--- src/rtl/nfu_pkg.sv ---
// Shared definitions for the nonlinear-function-unit dispatcher and controller.
//   nfu_mode_e  : job mode encoding seen on cmd_mode / nfu_mode
//   nfu_state_e : one-hot dispatcher FSM states
package nfu_pkg;

  typedef enum logic [1:0] {
    MODE_SOFTMAX = 2'b00,
    MODE_GELU    = 2'b01,
    MODE_SILU    = 2'b10,
    MODE_ROOT    = 2'b11
  } nfu_mode_e;

  typedef enum logic [4:0] {
    StIdle  = 5'b00001,
    StLoad  = 5'b00010,
    StStart = 5'b00100,
    StWait  = 5'b01000,
    StDrain = 5'b10000
  } nfu_state_e;

endpackage

--- src/rtl/nfu_dispatcher_if.sv ---
// Host / controller signal bundle of the dispatcher.
//   cmd_*   : job request from host (valid/ready)
//   in_*    : host sample stream into the operand buffer
//   nfu_*   : start pulse, mode, operands, completion and results of the NFU controller
//   out_*   : result stream back to host (valid/ready, last marks final sample)
//   busy, err_timeout : status
// Modport slave is the dispatcher view; master is the host/controller view.
interface nfu_dispatcher_if #(
  parameter int unsigned DATA_NUM        = 16,
  parameter int unsigned FIX_POINT_WIDTH = 16
) ();

  logic                                  cmd_valid;
  logic [1:0]                            cmd_mode;
  logic                                  cmd_ready;
  logic                                  in_valid;
  logic [FIX_POINT_WIDTH-1:0]            in_data;
  logic                                  in_ready;
  logic                                  nfu_en;
  logic [1:0]                            nfu_mode;
  logic [DATA_NUM*FIX_POINT_WIDTH-1:0]   nfu_op;
  logic                                  nfu_finish;
  logic [DATA_NUM*FIX_POINT_WIDTH-1:0]   nfu_res;
  logic                                  out_valid;
  logic [FIX_POINT_WIDTH-1:0]            out_data;
  logic                                  out_last;
  logic                                  out_ready;
  logic                                  busy;
  logic                                  err_timeout;

  modport slave (
    input  cmd_valid, cmd_mode, in_valid, in_data, nfu_finish, nfu_res, out_ready,
    output cmd_ready, in_ready, nfu_en, nfu_mode, nfu_op, out_valid, out_data, out_last,
           busy, err_timeout
  );

  modport master (
    output cmd_valid, cmd_mode, in_valid, in_data, nfu_finish, nfu_res, out_ready,
    input  cmd_ready, in_ready, nfu_en, nfu_mode, nfu_op, out_valid, out_data, out_last,
           busy, err_timeout
  );

endinterface

--- src/rtl/nfu_sample_buf.sv ---
// DATA_NUM x FIX_POINT_WIDTH sample register array.
//   we_i/waddr_i/wdata_i : single-sample write
//   ld_i/ld_data_i       : whole-array load from a flat bus (wins over we_i)
//   rdata_o              : flat read bus, sample i at [i*W +: W]
// Contents are not reset; they are always written before being consumed.
module nfu_sample_buf #(
  parameter int unsigned DATA_NUM        = 16,
  parameter int unsigned FIX_POINT_WIDTH = 16
) (
  input  logic                                clk_i,
  input  logic                                we_i,
  input  logic [$clog2(DATA_NUM)-1:0]         waddr_i,
  input  logic [FIX_POINT_WIDTH-1:0]          wdata_i,
  input  logic                                ld_i,
  input  logic [DATA_NUM*FIX_POINT_WIDTH-1:0] ld_data_i,
  output logic [DATA_NUM*FIX_POINT_WIDTH-1:0] rdata_o
);

  logic [FIX_POINT_WIDTH-1:0] mem_q [DATA_NUM];

  always_ff @(posedge clk_i) begin
    if (ld_i) begin
      for (int unsigned i = 0; i < DATA_NUM; i++) begin
        mem_q[i] <= ld_data_i[i*FIX_POINT_WIDTH +: FIX_POINT_WIDTH];
      end
    end else if (we_i) begin
      mem_q[waddr_i] <= wdata_i;
    end
  end

  always_comb begin
    rdata_o = '0;
    for (int unsigned i = 0; i < DATA_NUM; i++) begin
      rdata_o[i*FIX_POINT_WIDTH +: FIX_POINT_WIDTH] = mem_q[i];
    end
  end

endmodule

--- src/rtl/nfu_dispatcher.sv ---
// Job dispatcher for the nonlinear function unit.
// Accepts a job (mode), collects DATA_NUM samples into the operand buffer, pulses nfu_en,
// waits up to TIMEOUT cycles for nfu_finish, captures the result vector and streams it out.
//   clk, rst_n : rising-edge clock, asynchronous active-low reset
//   bus        : nfu_dispatcher_if slave modport (all handshake, data and status signals)
module nfu_dispatcher
  import nfu_pkg::*;
#(
  parameter int unsigned DATA_NUM        = 16,
  parameter int unsigned FIX_POINT_WIDTH = 16,
  parameter int unsigned TIMEOUT         = 1024
) (
  input logic              clk,
  input logic              rst_n,
  nfu_dispatcher_if.slave  bus
);

  localparam int unsigned IdxW  = $clog2(DATA_NUM);
  localparam int unsigned CntW  = IdxW + 1;
  localparam int unsigned WaitW = $clog2(TIMEOUT) + 1;
  localparam int unsigned BusW  = DATA_NUM * FIX_POINT_WIDTH;

  localparam logic [CntW-1:0]  LastIdx  = CntW'(DATA_NUM - 1);
  localparam logic [WaitW-1:0] WaitLast = WaitW'(TIMEOUT - 1);

  nfu_state_e       state_q, state_d;
  nfu_mode_e        mode_q, mode_d;
  logic [CntW-1:0]  load_cnt_q, load_cnt_d;
  logic [CntW-1:0]  drain_cnt_q, drain_cnt_d;
  logic [WaitW-1:0] wait_cnt_q, wait_cnt_d;
  logic             err_q, err_d;

  logic             op_we, res_ld;
  logic [BusW-1:0]  op_bus, res_bus;

  nfu_sample_buf #(
    .DATA_NUM       (DATA_NUM),
    .FIX_POINT_WIDTH(FIX_POINT_WIDTH)
  ) u_op_buf (
    .clk_i    (clk),
    .we_i     (op_we),
    .waddr_i  (load_cnt_q[IdxW-1:0]),
    .wdata_i  (bus.in_data),
    .ld_i     (1'b0),
    .ld_data_i({BusW{1'b0}}),
    .rdata_o  (op_bus)
  );

  nfu_sample_buf #(
    .DATA_NUM       (DATA_NUM),
    .FIX_POINT_WIDTH(FIX_POINT_WIDTH)
  ) u_res_buf (
    .clk_i    (clk),
    .we_i     (1'b0),
    .waddr_i  ({IdxW{1'b0}}),
    .wdata_i  ({FIX_POINT_WIDTH{1'b0}}),
    .ld_i     (res_ld),
    .ld_data_i(bus.nfu_res),
    .rdata_o  (res_bus)
  );

  always_ff @(posedge clk or negedge rst_n) begin
    if (!rst_n) begin
      state_q     <= StIdle;
      mode_q      <= MODE_SOFTMAX;
      load_cnt_q  <= '0;
      drain_cnt_q <= '0;
      wait_cnt_q  <= '0;
      err_q       <= 1'b0;
    end else begin
      state_q     <= state_d;
      mode_q      <= mode_d;
      load_cnt_q  <= load_cnt_d;
      drain_cnt_q <= drain_cnt_d;
      wait_cnt_q  <= wait_cnt_d;
      err_q       <= err_d;
    end
  end

  always_comb begin
    state_d     = state_q;
    mode_d      = mode_q;
    load_cnt_d  = load_cnt_q;
    drain_cnt_d = drain_cnt_q;
    wait_cnt_d  = wait_cnt_q;
    err_d       = err_q;
    op_we       = 1'b0;
    res_ld      = 1'b0;
    unique case (state_q)
      StIdle: begin
        if (bus.cmd_valid) begin
          mode_d     = nfu_mode_e'(bus.cmd_mode);
          err_d      = 1'b0;
          load_cnt_d = '0;
          state_d    = StLoad;
        end
      end
      StLoad: begin
        if (bus.in_valid) begin
          op_we      = 1'b1;
          load_cnt_d = load_cnt_q + CntW'(1);
          if (load_cnt_q == LastIdx) state_d = StStart;
        end
      end
      StStart: begin
        wait_cnt_d = '0;
        state_d    = StWait;
      end
      StWait: begin
        // A finish arriving on the timeout cycle still counts as a completed job.
        if (bus.nfu_finish) begin
          res_ld      = 1'b1;
          drain_cnt_d = '0;
          state_d     = StDrain;
        end else if (wait_cnt_q == WaitLast) begin
          err_d   = 1'b1;
          state_d = StIdle;
        end else begin
          wait_cnt_d = wait_cnt_q + WaitW'(1);
        end
      end
      StDrain: begin
        if (bus.out_ready) begin
          drain_cnt_d = drain_cnt_q + CntW'(1);
          if (drain_cnt_q == LastIdx) state_d = StIdle;
        end
      end
      default: state_d = StIdle;
    endcase
  end

  assign bus.cmd_ready   = (state_q == StIdle);
  assign bus.in_ready    = (state_q == StLoad);
  assign bus.nfu_en      = (state_q == StStart);
  assign bus.nfu_mode    = ((state_q == StStart) || (state_q == StWait)) ? mode_q : MODE_SOFTMAX;
  assign bus.nfu_op      = op_bus;
  assign bus.out_valid   = (state_q == StDrain);
  assign bus.out_data    = res_bus[drain_cnt_q[IdxW-1:0]*FIX_POINT_WIDTH +: FIX_POINT_WIDTH];
  assign bus.out_last    = (state_q == StDrain) && (drain_cnt_q == LastIdx);
  assign bus.busy        = (state_q != StIdle);
  assign bus.err_timeout = err_q;

endmodule

--- src/flat_wrapper.sv ---
// flat-port wrapper written by rule: the top's interface ports become plain ports
module nfu_dispatcher_flat import nfu_pkg::*;
#(
  parameter int unsigned DATA_NUM        = 16,
  parameter int unsigned FIX_POINT_WIDTH = 16,
  parameter int unsigned TIMEOUT         = 1024
)
  (clk, rst_n, bus_cmd_valid, bus_cmd_mode, bus_in_valid, bus_in_data, bus_nfu_finish, bus_nfu_res, bus_out_ready, bus_cmd_ready, bus_in_ready, bus_nfu_en, bus_nfu_mode, bus_nfu_op, bus_out_valid, bus_out_data, bus_out_last, bus_busy, bus_err_timeout);
  nfu_dispatcher_if #(.DATA_NUM(DATA_NUM), .FIX_POINT_WIDTH(FIX_POINT_WIDTH)) bus_i ();
  input logic clk;
  input logic rst_n;
  input wire logic [$bits(bus_i.cmd_valid)-1:0] bus_cmd_valid;
  input wire logic [$bits(bus_i.cmd_mode)-1:0] bus_cmd_mode;
  input wire logic [$bits(bus_i.in_valid)-1:0] bus_in_valid;
  input wire logic [$bits(bus_i.in_data)-1:0] bus_in_data;
  input wire logic [$bits(bus_i.nfu_finish)-1:0] bus_nfu_finish;
  input wire logic [$bits(bus_i.nfu_res)-1:0] bus_nfu_res;
  input wire logic [$bits(bus_i.out_ready)-1:0] bus_out_ready;
  output wire logic [$bits(bus_i.cmd_ready)-1:0] bus_cmd_ready;
  output wire logic [$bits(bus_i.in_ready)-1:0] bus_in_ready;
  output wire logic [$bits(bus_i.nfu_en)-1:0] bus_nfu_en;
  output wire logic [$bits(bus_i.nfu_mode)-1:0] bus_nfu_mode;
  output wire logic [$bits(bus_i.nfu_op)-1:0] bus_nfu_op;
  output wire logic [$bits(bus_i.out_valid)-1:0] bus_out_valid;
  output wire logic [$bits(bus_i.out_data)-1:0] bus_out_data;
  output wire logic [$bits(bus_i.out_last)-1:0] bus_out_last;
  output wire logic [$bits(bus_i.busy)-1:0] bus_busy;
  output wire logic [$bits(bus_i.err_timeout)-1:0] bus_err_timeout;
  assign bus_i.cmd_valid = bus_cmd_valid;
  assign bus_i.cmd_mode = bus_cmd_mode;
  assign bus_i.in_valid = bus_in_valid;
  assign bus_i.in_data = bus_in_data;
  assign bus_i.nfu_finish = bus_nfu_finish;
  assign bus_i.nfu_res = bus_nfu_res;
  assign bus_i.out_ready = bus_out_ready;
  assign bus_cmd_ready = bus_i.cmd_ready;
  assign bus_in_ready = bus_i.in_ready;
  assign bus_nfu_en = bus_i.nfu_en;
  assign bus_nfu_mode = bus_i.nfu_mode;
  assign bus_nfu_op = bus_i.nfu_op;
  assign bus_out_valid = bus_i.out_valid;
  assign bus_out_data = bus_i.out_data;
  assign bus_out_last = bus_i.out_last;
  assign bus_busy = bus_i.busy;
  assign bus_err_timeout = bus_i.err_timeout;
  nfu_dispatcher #(.DATA_NUM(DATA_NUM), .FIX_POINT_WIDTH(FIX_POINT_WIDTH), .TIMEOUT(TIMEOUT)) u_core (.clk(clk), .rst_n(rst_n), .bus(bus_i));
endmodule
--- config.mk ---
export PLATFORM = sky130hd
export DESIGN_NAME = nfu_dispatcher_flat
export DESIGN_NICKNAME = d
export VERILOG_FILES = /design/src/rtl/nfu_pkg.sv /design/src/rtl/nfu_dispatcher_if.sv /design/src/rtl/nfu_sample_buf.sv /design/src/rtl/nfu_dispatcher.sv /design/src/flat_wrapper.sv
export SDC_FILE = /design/constraint.sdc
export NUM_CORES = 1
export LEC_CHECK = 0
export ABC_CLOCK_PERIOD_IN_PS = 8500
export CAP_MARGIN = 20
export CORE_MARGIN = 5
export CORE_UTILIZATION = 60
export DETAILED_ROUTE_END_ITERATION = 6
export DONT_BUFFER_PORTS = 1
export GPL_TIMING_DRIVEN = 0
export MAX_ROUTING_LAYER = met4
export PLACE_DENSITY = 0.75
export SLEW_MARGIN = 20
export SYNTH_ARGS = -nofsm -noshare
export SYNTH_HDL_FRONTEND = slang
export SYNTH_HIERARCHICAL = 1
export SYNTH_SLANG_ARGS = --single-unit
--- constraint.sdc ---
create_clock -name clk -period 8.5 [get_ports clk]
set_clock_uncertainty 0.1 [all_clocks]
set_input_delay 1.7 -clock clk [delete_from_list [all_inputs] [get_ports clk]]
set_output_delay 1.7 -clock clk [all_outputs]
set_load 0.02 [all_outputs]
Word-level counts from Yosys, hierarchy flattened --
Memories as Yosys holds them, arrays and structs flattened. Index checks and enable logic that the tools add are counted.
Cells by class: add/sub/neg operators 3, equality and inequality tests 19, shifts and indexed selects 1, multiplexer cells 30, reductions and logical operators 12
Operator list (count):
- 256-bit by 9-bit indexed part select with 16-bit output | 1
- 5-bit 2-to-1 mux | 11
- 5-bit one-hot mux with 5 select lines | 1
- 11-bit 2-to-1 mux | 2
- 11-bit one-hot mux with 2 select lines | 1
- 5-bit one-hot mux with 2 select lines | 2
- 5-bit by 4-bit equality test with 1-bit output, second input constant | 3
- 2-bit inequality test, second input constant | 6
- 11-bit by 1-bit adder with 11-bit output, second input constant | 1
- 11-bit by 10-bit equality test with 1-bit output, second input constant | 1
- 1-bit 2-to-1 mux | 11
- 5-bit by 1-bit adder with 5-bit output, second input constant | 2
- 3-bit AND reduction | 3
- 2-bit nonzero test | 4
- 2-bit by 1-bit inequality test with 1-bit output, second input constant | 3
- 6-bit AND reduction | 1
- 5-bit by 1-bit equality test with 1-bit output, second input constant | 1
- 5-bit by 2-bit equality test with 1-bit output, second input constant | 1
- 5-bit by 3-bit equality test with 1-bit output, second input constant | 1
- 5-bit equality test, second input constant | 1
- 5-bit by 1-bit inequality test with 1-bit output, second input constant | 1
- 4-bit AND reduction | 1
- 3-bit by 2-bit inequality test with 1-bit output, second input constant | 1
- 2-bit 2-to-1 mux | 1
- other kinds (4) | 4
Word-level totals: register bits 29, bits in writable memories 512, bits of input ports 280, output and inout bits 281, word-level logic and storage cells 73, memories kept 2
Memories:
- u_core.u_op_buf.mem_q | words 16, width 16, read ports 16, clocked after memory_dff 0, wr ports 1, RTL line nfu_sample_buf.sv:19 | logic [FIX_POINT_WIDTH-1:0] mem_q [DATA_NUM];
- u_core.u_res_buf.mem_q | words 16, width 16, read ports 16, clocked after memory_dff 0, wr ports 16, RTL line nfu_sample_buf.sv:19

Logic depth before layout (Yosys ltp) --
Gate-level depths: netlist (run 1).
depth after elaboration 4, gate-level depth with buffers 10, mapped depth without buffers 7

By module --
The synthesis (run 1) kept the hierarchy.
Modules (own cells, without submodules):
- nfu_sample_buf at u_core.u_res_buf | times used 1, cells an instance 592, area an instance 11233.3 µm², sequential area each 7687.4 µm²
- nfu_sample_buf at u_core.u_op_buf | times used 1, cells an instance 592, area an instance 11157.0 µm², sequential area each 7687.4 µm²
- nfu_dispatcher | times used 1, cells an instance 267, area an instance 3452.1 µm², sequential area each 726.9 µm²

Worst setup path before layout (run 1) --
No wires, ideal clock.
kind reg2out, start point reg u_core.drain_cnt_q[0], end point out bus_out_data[10], arrival time 2.118 ns, data required time 6.700 ns, slack 4.582 ns, cell stages (with the launch flop) 6, buffers on the path 3, path through dfrtp_1 -> clkbuf_1 -> buf_2 -> buf_2 -> mux4_2 -> mux4_2
On the way: longest elaborated chain between the ends 1
RTL lines:
- from (decl) | RTL line nfu_dispatcher.sv:29 | logic [CntW-1:0] drain_cnt_q, drain_cnt_d;
- from (signal assigned) | RTL line nfu_dispatcher.sv:74 | drain_cnt_q <= drain_cnt_d;
- 256-bit by 9-bit indexed part select with 16-bit output | RTL line nfu_dispatcher.sv:138 | assign bus.out_data = res_bus[drain_cnt_q[IdxW-1:0]*FIX_POINT_WIDTH +: FIX_POINT_WIDTH];
- to (decl) | RTL line flat_wrapper.sv:25 | output wire logic [$bits(bus_i.out_data)-1:0] bus_out_data;
No other way between the ends.

Worst setup path in the final report (run 1) --
start point reg u_core.drain_cnt_q[1], end point out bus_out_data[14]
Same word-level chain as after synthesis.

==> impl_metrics.py, run 1 <==
metrics = {
    "global_routing": {
        "use_met1": 0.326,
        "grt.total_usage": 0.307,
        "antenna_found_initial": 31,
        "use_met3": 0.107,
        "grt-ovfl-total": 0,
        "grt_max_degree": 30,
        "grt_pass1_vias": 14700,
        "grt.busiest_layer": "met2",
        "grtUsageMet2": 0.533,
        "grt_pass1_wl_um": 102000,
    },
    "placement": {
        "dpl.hpwl_um": 54700,
        "port_buffers": 0,
        "dp_slack_ns": 3.73,
        "gp_congestion": 0.877,
    },
    "die": {
        "fp.dieW_um": 218,
        "coreArea_um2": 42900,
        "start_util": 0.603,
        "fp.dieH_um": 218,
        "fp.dieArea_um2": 47300,
        "ios": 561,
        "row_count": 76,
    },
    "cts": {
        "cts.path.max_buffers": 3,
        "cts_root_buf": "clkbuf_16",
        "cts.repair.resized": 0,
        "cts_tree": "done",
        "post-cts-setup-buffers": 0,
        "cts_max_level": 2,
        "cts_num_sinks": 541,
        "cts-buffers-inserted": 55,
        "insertion_delay_ns": 0.60,
        "clk_pin_slew_worst_paths_ns": 0.06,
        "hold_buffers": 0,
    },
    "yosys": {
        "synth_compound_gate_area_share": 0.00586,
        "synth-main-ff-cell": "edfxtp_1",
        "syn_inst": 1451,
        "synth_top_area_cell": "edfxtp_1",
        "seq_area_frac_synth": 0.623,
        "synth-async-reset-ratio": 0.0536,
        "synth_cell_type_count": 53,
        "avgSynthCellArea_um2": 17.8,
        "yosysWarnings": 6,
        "synth_edf_count": 512,
        "synth-xor-area-share": 0.00102,
        "synth_top_family_by_area": "multiplexers",
        "yosys.area_share.simple": 0.0419,
        "synth_area_leaders": "edfxtp_1 (59%), mux2_2 (21%), mux4_2 (7.0%)",
        "synth_mux_area_frac": 0.299,
        "netlist.area_leader.share": 0.595,
        "ys_ff_latch": 541,
        "netlist_area_um2": 25800,
        "synthAdderAreaFrac": 0.00242,
    },
    "routing": {
        "via_per_inst": 5.56,
        "wirelength_um": 72500,
        "post-route-drc-count": 0,
        "wl_per_cell_um": 28.3,
        "drt_iter0_markers": 1126,
        "ant_nets": 0,
        "dr.pass1.iters": 5,
        "vias": 14200,
    },
    "worst_setup_path": {
        "cpPeakStageDelay_ns": 0.72,
        "crit_family": "buffers and inverters",
        "crit_chain": "clkbuf_1 -> clkbuf_1 -> mux4_2 -> mux4_2",
        "crit_buf_inv": 2,
        "critPathKind": "flop to output port",
        "slowest_stage": "clkbuf_1",
        "required_ns": 6.70,
        "cp_max_fo": 10,
        "crit_arrival_ns": 3.55,
        "critPathLaunchType": "flop",
        "end_kind": "output port",
    },
    "timing": {
        "tightest_slew_ns": 1.03,
        "maxSlewHeadroom": 0.312,
        "tns_ns": 0,
        "clock.fmax_mhz": 187,
        "fin_crit_ns": 5.35,
        "setup_ws_ns": 3.15,
        "fin_crit_sh": 0.630,
        "drv_slew": 0,
        "rsz0062_at_grt": "false",
        "finalSetupViolations": 0,
        "hold_viol": 0,
    },
    "run_status": {
        "outcome": "finished, final reports clean",
    },
    "finish": {
        "final_cell_mix": "edfxtp_1 (512), mux2_2 (476), conb_1 (390)",
        "final_common_cell": "edfxtp_1",
        "syn2layout_area_growth_pct": 15.4,
        "n_fill_cell": 2862,
        "multi_input_area_um2": 10500,
        "fin_nets": 2182,
        "ff_latch_area_um2": 16100,
        "drive_above_1_share": 0.389,
    },
    "pwr": {
        "cellPowerDensity_nw_per_um2": 220,
        "ir_worst_vdd_mv": 0.168,
        "leakage_nw": 10.9,
    },
    "job": {
        "maxCapViolCount": 0,
    },
    "min_path": {
        "min_path_type": "flop to flop",
    },
}
## power by group
part	switching [mW]	internal [mW]
Clock	1.00	1.34
Sequential	0.248	3.14
Combinational	0.460	0.363
## worst paths after layout
kind | slack, ns | cells after the start | end | from
max | 3.15 | 4 | bus_out_data[14] | u_core/drain_cnt_q[1]
min | 0.37 | 2 | u_core/mode_q[0] | u_core/mode_q[0]
min in group asynchronous | 0.69 | 0 | u_core/drain_cnt_q[3] | rst_n
min reg2reg | 0.37 | 2 | u_core/mode_q[0] | u_core/mode_q[0]
max in group asynchronous | 7.43 | 0 | u_core/state_q[0] | rst_n
max reg2reg | 4.75 | 7 | u_core/u_op_buf/mem_q[0][11] | u_core/state_q[4]
## cell type report
cell class / instances / share of cell area
sequential: 541 / 0.540
multi-input combinational: 1186 / 0.352
clock buffer: 65 / 0.0474
tap: 585 / 0.0245
buffer: 104 / 0.0218
clock inverter: 36 / 0.0103
antenna: 32 / 0.00268
inverter: 9 / 0.00113
## flip-flops by register name, summed over array words and instances, names as in the netlist
| signal | flops |
|---|---|
| u_core/u_op_buf/mem_q | 256 |
| u_core/u_res_buf/mem_q | 256 |
| u_core/wait_cnt_q | 11 |
| u_core/drain_cnt_q | 5 |
| u_core/load_cnt_q | 5 |
| u_core/state_q | 5 |
| u_core/mode_q | 2 |
| u_core/bus.err_timeout | 1 |
## synthesized netlist by cell type (3+ instances only)
cell type,count
buf_4,17
or2_2,13
edfxtp_1,512
nand4_1,7
or3_1,4
mux2i_1,5
nor2_1,8
or4_1,5
buf_12,3
nand2b_1,25
and2_1,4
mux2_4,27
inv_1,9
nand2_1,21
o21ai_0,7
mux2_1,10
nand2_2,18
clkbuf_1,48
ha_1,5
nor2b_1,9
nand3_1,12
and3_1,11
buf_2,16
dfrtp_1,28
mux2_2,476
buf_6,17
xor2_1,3
nor3_1,4
a21oi_1,9
buf_1,3
mux4_2,80
o31ai_1,3
and4bb_4,4
## stage by stage
step	area, um2	util	std cells	hold WS, ns	total power [mW]
detailed placement	28000	0.654	2425	0.362	4.25
global placement	28000	0.654	2425	0.351	4.22
finish	29800	0.696	2558	0.373	6.55
global route	29800	0.695	2554	0.420	6.77
floorplan	27300	-	1840	0.337	3.99
CTS	29800	0.694	2526	0.378	6.57
## layer usage
layer,routed length [um],share of wire
met1,24000,0.33
met2,38100,0.53
met3,7440,0.10
met4,2900,0.040
met5,0,0
## cells by family (layout without fill, tap and decap cells)
| group | after synthesis | after routing |
|---|---|---|
| simple gates | 165 | 165 |
| fa+ha+maj | 5 | 5 |
| other cells | 1 | 422 |
| flops | 541 | 541 |
| compound gates | 25 | 25 |
| mux | 598 | 598 |
| buf+inv | 113 | 214 |
| xor+xnor | 3 | 3 |
## worst register-to-register path: cells and delay by family, from the launching register on
family        cells  cell delay [ns]
simple gates      5             2.23
buf+inv           2             0.61
flops             1             0.44
Note: power is estimated with default switching activity, not from simulation.
==> inputs of run 2 (changes only) <==
--- a/config.mk
+++ b/config.mk
@@ -5,10 +5,10 @@
 export SDC_FILE = /design/constraint.sdc
 export NUM_CORES = 1
 export LEC_CHECK = 0
-export ABC_CLOCK_PERIOD_IN_PS = 8500
+export ABC_CLOCK_PERIOD_IN_PS = 4800
 export CAP_MARGIN = 20
 export CORE_MARGIN = 5
-export CORE_UTILIZATION = 60
+export CORE_UTILIZATION = 58
 export DETAILED_ROUTE_END_ITERATION = 6
 export DONT_BUFFER_PORTS = 1
 export GPL_TIMING_DRIVEN = 0
==> constraint.sdc (replaced) <==
create_clock -name clk -period 4.8 [get_ports clk]
set_clock_uncertainty 0.1 [all_clocks]
set_input_delay 0.96 -clock clk [delete_from_list [all_inputs] [get_ports clk]]
set_output_delay 0.96 -clock clk [all_outputs]
set_load 0.02 [all_outputs]
==> run 2 against run 1 <==
Count of clock-buffer cells in the layout unchanged; routed wire length about the same; critical path depth stayed put; cell count is 0.43% higher; highest routed layer unchanged; first-iteration DRC count fell by 11%; critical path type unchanged; combinational power up 76%; core utilization down 1.6 points.
==> impl_metrics.py, run 2 (synthesis results as in run 1) <==
metrics = {
    "cts": {
        "cts_tree": "done",
        "cts_max_level": 2,
        "post-cts-setup-buffers": 0,
        "clk_pin_slew_worst_paths_ns": 0.06,
        "insertion_delay_ns": 0.60,
        "cts-buffers-inserted": 54,
        "cts_num_sinks": 541,
        "cts.path.max_buffers": 3,
        "cts_root_buf": "clkbuf_16",
    },
    "placement": {
        "gp_congestion": 0.914,
        "dp_slack_ns": 0.851,
        "dpl.hpwl_um": 55100,
        "placedCellCount": 2432,
        "placed_cell_area_um2": 28000,
        "port_buffers": 0,
    },
    "die": {
        "row_count": 77,
        "start_util": 0.586,
        "coreArea_um2": 44100,
        "fp.dieH_um": 221,
        "fp.dieArea_um2": 48900,
        "fp.dieW_um": 221,
        "ios": 561,
    },
    "finish": {
        "final_util": 0.679,
        "final_cells": 2569,
        "stdcell_area_um2": 30000,
        "final_cell_mix": "edfxtp_1 (512), mux2_2 (476), conb_1 (390)",
        "drive_above_1_share": 0.390,
        "top_regs": "u_core/u_op_buf/mem_q x256, u_core/u_res_buf/mem_q x256, u_core/wait_cnt_q x11",
        "final_common_cell": "edfxtp_1",
        "fin_nets": 2182,
        "syn2layout_area_growth_pct": 16.0,
    },
    "global_routing": {
        "grt-ovfl-total": 0,
        "grt.total_usage": 0.296,
        "grt_pass1_wl_um": 103000,
        "grt_pass1_vias": 14700,
        "antenna_found_initial": 37,
        "grt_max_degree": 29,
    },
    "timing": {
        "setup_ws_ns": 0.256,
        "clock.fmax_mhz": 220,
        "tightest_slew_ns": 1.04,
        "maxSlewHeadroom": 0.307,
        "fin_crit_sh": 0.947,
        "hold_viol": 0,
        "tns_ns": 0,
        "rsz0062_at_grt": "false",
        "fin_crit_ns": 4.54,
        "drv_slew": 0,
        "worst_hold_slack_ns": 0.0781,
        "finalSetupViolations": 0,
    },
    "pwr": {
        "leakage_nw": 10.9,
        "totalPowerFinal_mw": 11.8,
        "ir_worst_vdd_mv": 0.305,
        "cellPowerDensity_nw_per_um2": 393,
    },
    "worst_setup_path": {
        "r2r_start": "u_core/state_q[4]",
        "cp-startpoint": "u_core/drain_cnt_q[1]",
        "critPathLaunchType": "flop",
        "cp_max_fo": 10,
        "critPathKind": "flop to output port",
        "required_ns": 3.74,
        "crit_arrival_ns": 3.48,
        "end_kind": "output port",
        "reg2reg_depth": 7,
    },
    "run_status": {
        "outcome": "finished, final reports clean",
    },
    "routing": {
        "wirelength_um": 72500,
        "ant_nets": 0,
        "post-route-drc-count": 0,
        "via_per_inst": 5.55,
        "wl_per_cell_um": 28.2,
        "drt_iter0_markers": 1003,
        "vias": 14300,
        "dr.pass1.iters": 5,
    },
    "job": {
        "maxCapViolCount": 0,
    },
    "min_path": {
        "min_path_type": "input pin to asynchronous set/reset pin",
    },
}
## run 2: cell types whose count changed in the layout (fill, tap and decap cells not counted)
cell / previous run / this run
clkinv_4: 0 / 1
inv_6: 5 / 1
buf_12: 3 / 4
clkbuf_1: 58 / 56
diode_2: 32 / 38
clkinv_1: 16 / 15
clkinv_2: 9 / 8
bufinv_16: 5 / 8
clkinvlp_4: 1 / 0
clkbuf_16: 55 / 57
## run 2: metal layers
| metal | vias up | wire [um] | share of wire | GRT usage |
|---|---|---|---|---|
| li1 | 6313 | - | - | - |
| met1 | 7207 | 24500 | 0.34 | 0.313 |
| met2 | 617 | 38600 | 0.53 | 0.526 |
| met3 | 114 | 7080 | 0.098 | 0.111 |
| met4 | 0 | 2340 | 0.032 | 0.0758 |
| met5 | - | 0 | 0 | - |
## run 2: final cells by class
| cell class | instances | area [um2] |
|---|---|---|
| timing repair buffer | 1 | 20.0 |
| buffer | 104 | 651 |
| inverter | 9 | 33.8 |
| tap | 592 | 741 |
| multi-input combinational | 1186 | 10500 |
| sequential | 541 | 16100 |
| clock buffer | 65 | 1460 |
| antenna | 38 | 95.1 |
| clock inverter | 33 | 354 |
| fill | 3065 | 14200 |
## run 2: repair_timing
action | in CTS | in global routing
gates resized for setup | 0 | 0
hold endpoints to repair | 28 | 0
hold buffers | 1 | 0
## run 2: worst max-delay path, stage by stage (launching register included)
cell and delay [ns]:
dfrtp_1 0.47, clkbuf_1 0.56, clkbuf_1 0.73, mux4_2 0.49, mux4_2 0.62
## run 2: path summary, 6_finish.rpt
| path | to | slack [ns] |
|---|---|---|
| worst max-delay path | bus_out_data[2] | 0.26 |
| worst min-delay path | u_core/wait_cnt_q[6] | 0.08 |
| worst max register to register | u_core/u_op_buf/mem_q[0][0] | 1.01 |
| worst min register to register | u_core/mode_q[1] | 0.37 |
| max in group asynchronous | u_core/drain_cnt_q[2] | 4.36 |
| min in group clk | u_core/state_q[0] | 0.34 |
## run 2: power by group
| part | internal [mW] | switching, mW | total [mW] |
|---|---|---|---|
| registers | 5.55 | 0.438 | 5.99 |
| clock network | 2.58 | 1.76 | 4.33 |
| logic | 0.645 | 0.810 | 1.45 |
| total | 8.77 | 3.00 | 11.8 |
==> inputs of run 3 (changes only) <==
--- a/config.mk
+++ b/config.mk
@@ -6,7 +6,6 @@
 export NUM_CORES = 1
 export LEC_CHECK = 0
 export ABC_CLOCK_PERIOD_IN_PS = 4800
-export CAP_MARGIN = 20
 export CORE_MARGIN = 5
 export CORE_UTILIZATION = 58
 export DETAILED_ROUTE_END_ITERATION = 6
@@ -14,6 +13,7 @@
 export GPL_TIMING_DRIVEN = 0
 export MAX_ROUTING_LAYER = met4
 export PLACE_DENSITY = 0.75
+export RECOVER_POWER = 100
 export SLEW_MARGIN = 20
 export SYNTH_ARGS = -nofsm -noshare
 export SYNTH_HDL_FRONTEND = slang
==> run 3 against run 2 <==
The flow now finishes with violations (capacitance limit, slew limit); sequential share of layout area grew 0.49 points; clock power is essentially flat; sequential power is essentially flat; setup slack lost 0.035 ns; routed wire length is essentially flat; highest routed layer unchanged; sequential cell count is the same; die area is the same; critical path depth is the same; global-route usage is the same; largest cell class unchanged; non-clock buffer count is the same; register-to-register slack lost 0.38 ns; power shrank 0.27%.
==> impl_metrics.py, run 3 (synthesis results as in run 1) <==
metrics = {
    "run_status": {
        "outcome": "finished, violations left",
        "violations": "capacitance limit, slew limit",
    },
    "routing": {
        "post-route-drc-count": 0,
        "dr.pass1.iters": 7,
        "ant_nets": 0,
        "via_per_inst": 5.53,
        "wirelength_um": 72500,
        "vias": 14200,
        "wl_per_cell_um": 28.2,
        "drt_iter0_markers": 994,
    },
    "worst_setup_path": {
        "crit_arrival_ns": 3.52,
        "crit_buf_inv": 2,
        "crit_family": "buffers and inverters",
        "required_ns": 3.74,
        "crit_chain": "clkbuf_1 -> clkbuf_1 -> mux4_2 -> mux4_2",
        "end_kind": "output port",
        "slowest_stage": "clkbuf_1",
        "cpPeakStageDelay_ns": 0.74,
        "critPathLaunchType": "flop",
        "cp_max_fo": 10,
        "critPathKind": "flop to output port",
    },
    "cts": {
        "cts_max_level": 2,
        "cts-buffers-inserted": 54,
        "cts.repair.resized": 0,
        "cts_num_sinks": 541,
        "cts_root_buf": "clkbuf_16",
        "post-cts-setup-buffers": 0,
        "insertion_delay_ns": 0.60,
        "cts.path.max_buffers": 3,
        "clk_pin_slew_worst_paths_ns": 0.06,
        "cts_tree": "done",
    },
    "timing": {
        "worst_hold_slack_ns": 0.100,
        "rsz0062_at_grt": "false",
        "hold_viol": 0,
        "fin_crit_ns": 4.58,
        "finalSetupViolations": 0,
        "tns_ns": 0,
        "maxSlewHeadroom": -0.0265,
        "tightest_slew_ns": 1.54,
        "fin_crit_sh": 0.954,
        "drv_slew": 29,
        "clock.fmax_mhz": 218,
    },
    "global_routing": {
        "grt-ovfl-total": 0,
        "grt_max_degree": 29,
        "grt.total_usage": 0.296,
        "grt_pass1_wl_um": 103000,
        "antenna_found_initial": 39,
        "grt_pass1_vias": 14700,
    },
    "pwr": {
        "cellPowerDensity_nw_per_um2": 396,
        "leakage_nw": 10.7,
        "ir_worst_vdd_mv": 0.305,
    },
    "finish": {
        "top_regs": "u_core/u_op_buf/mem_q x256, u_core/u_res_buf/mem_q x256, u_core/wait_cnt_q x11",
        "final_common_cell": "edfxtp_1",
        "n_fill_cell": 3130,
        "fin_nets": 2182,
        "final_util": 0.673,
        "syn2layout_area_growth_pct": 14.9,
        "final_cell_mix": "edfxtp_1 (512), mux2_2 (474), conb_1 (390)",
        "drive_above_1_share": 0.349,
    },
    "die": {
        "coreArea_um2": 44100,
        "start_util": 0.586,
        "fp.dieArea_um2": 48900,
        "fp.dieW_um": 221,
        "row_count": 77,
        "fp.dieH_um": 221,
        "ios": 561,
    },
    "job": {
        "maxCapViolCount": 1,
    },
    "min_path": {
        "min_path_type": "input pin to asynchronous set/reset pin",
    },
    "placement": {
        "port_buffers": 0,
        "gp_congestion": 0.914,
        "dpl.hpwl_um": 55100,
    },
}
## run 3: cell count changes in the layout (fill, tap and decap cells not counted), sizes merged
cell,before,now
buf,57,28
clkbuf,113,142
diode,38,39
## run 3: worst paths after layout
check / from / endpoint / slack, ns / cells past startpoint
worst min-delay path: rst_n / u_core/state_q[0] / 0.10 / 0
min in group clk: bus_cmd_valid / u_core/state_q[0] / 0.35 / 1
worst max-delay path: u_core/drain_cnt_q[1] / bus_out_data[2] / 0.22 / 4
worst min register to register: u_core/mode_q[1] / u_core/mode_q[1] / 0.37 / 2
worst max register to register: u_core/state_q[4] / u_core/u_op_buf/mem_q[14][15] / 0.63 / 8
max in group asynchronous: rst_n / u_core/drain_cnt_q[2] / 3.06 / 1
## run 3: final cells by class
class | count | area, um2 | area share
Clock inverter | 33 | 354 | 0.0119
Sequential cell | 541 | 16100 | 0.542
Clock buffer | 65 | 1460 | 0.0490
Tap cell | 592 | 741 | 0.0249
Antenna cell | 39 | 97.6 | 0.00329
Inverter | 9 | 33.8 | 0.00114
Multi-Input combinational cell | 1186 | 10400 | 0.349
Buffer | 104 | 542 | 0.0182
Timing Repair Buffer | 1 | 3.75 | 0.000126
## run 3: per-stage QoR
step,instances,instance area [um2],setup WS [ns],power (mW)
finish,2570,29700,0.221,11.7
global route,2567,29700,0.197,12.1
CTS,2531,29900,0.195,11.8
detailed placement,2432,28000,0.851,7.51
global placement,2432,28000,0.853,7.47
floorplan,1840,27300,1.62,7.06
## run 3: per-layer routing
layer	vias up	routed length, um	track usage
met2	606	38700	0.526
met4	0	2200	0.0758
met3	116	7120	0.111
li1	6308	-	-
met5	-	0	-
met1	7188	24500	0.313
## run 3: where the power goes
group	switching, mW	internal (mW)	leakage [nW]
clock	1.76	2.58	0.889
combinational	0.806	0.618	4.57
sequential	0.433	5.55	5.21
## run 3: worst reg2reg max path, cell delays in order, from the launching register on
cell      delay, ns
dfrtp_1        0.44
nor4_1         0.64
and3_1         0.24
clkbuf_1       0.26
and4bb_1       0.37
and3_1         0.19
clkbuf_1       0.43
clkbuf_1       0.48
or2_1          0.64
## run 3: repair_timing
| action | 4_1_cts | 5_1_grt |
|---|---|---|
| hold buffers | 1 | 0 |
| endpoints found under the hold margin | 28 | 0 |
| setup endpoints to repair | 0 | 0 |
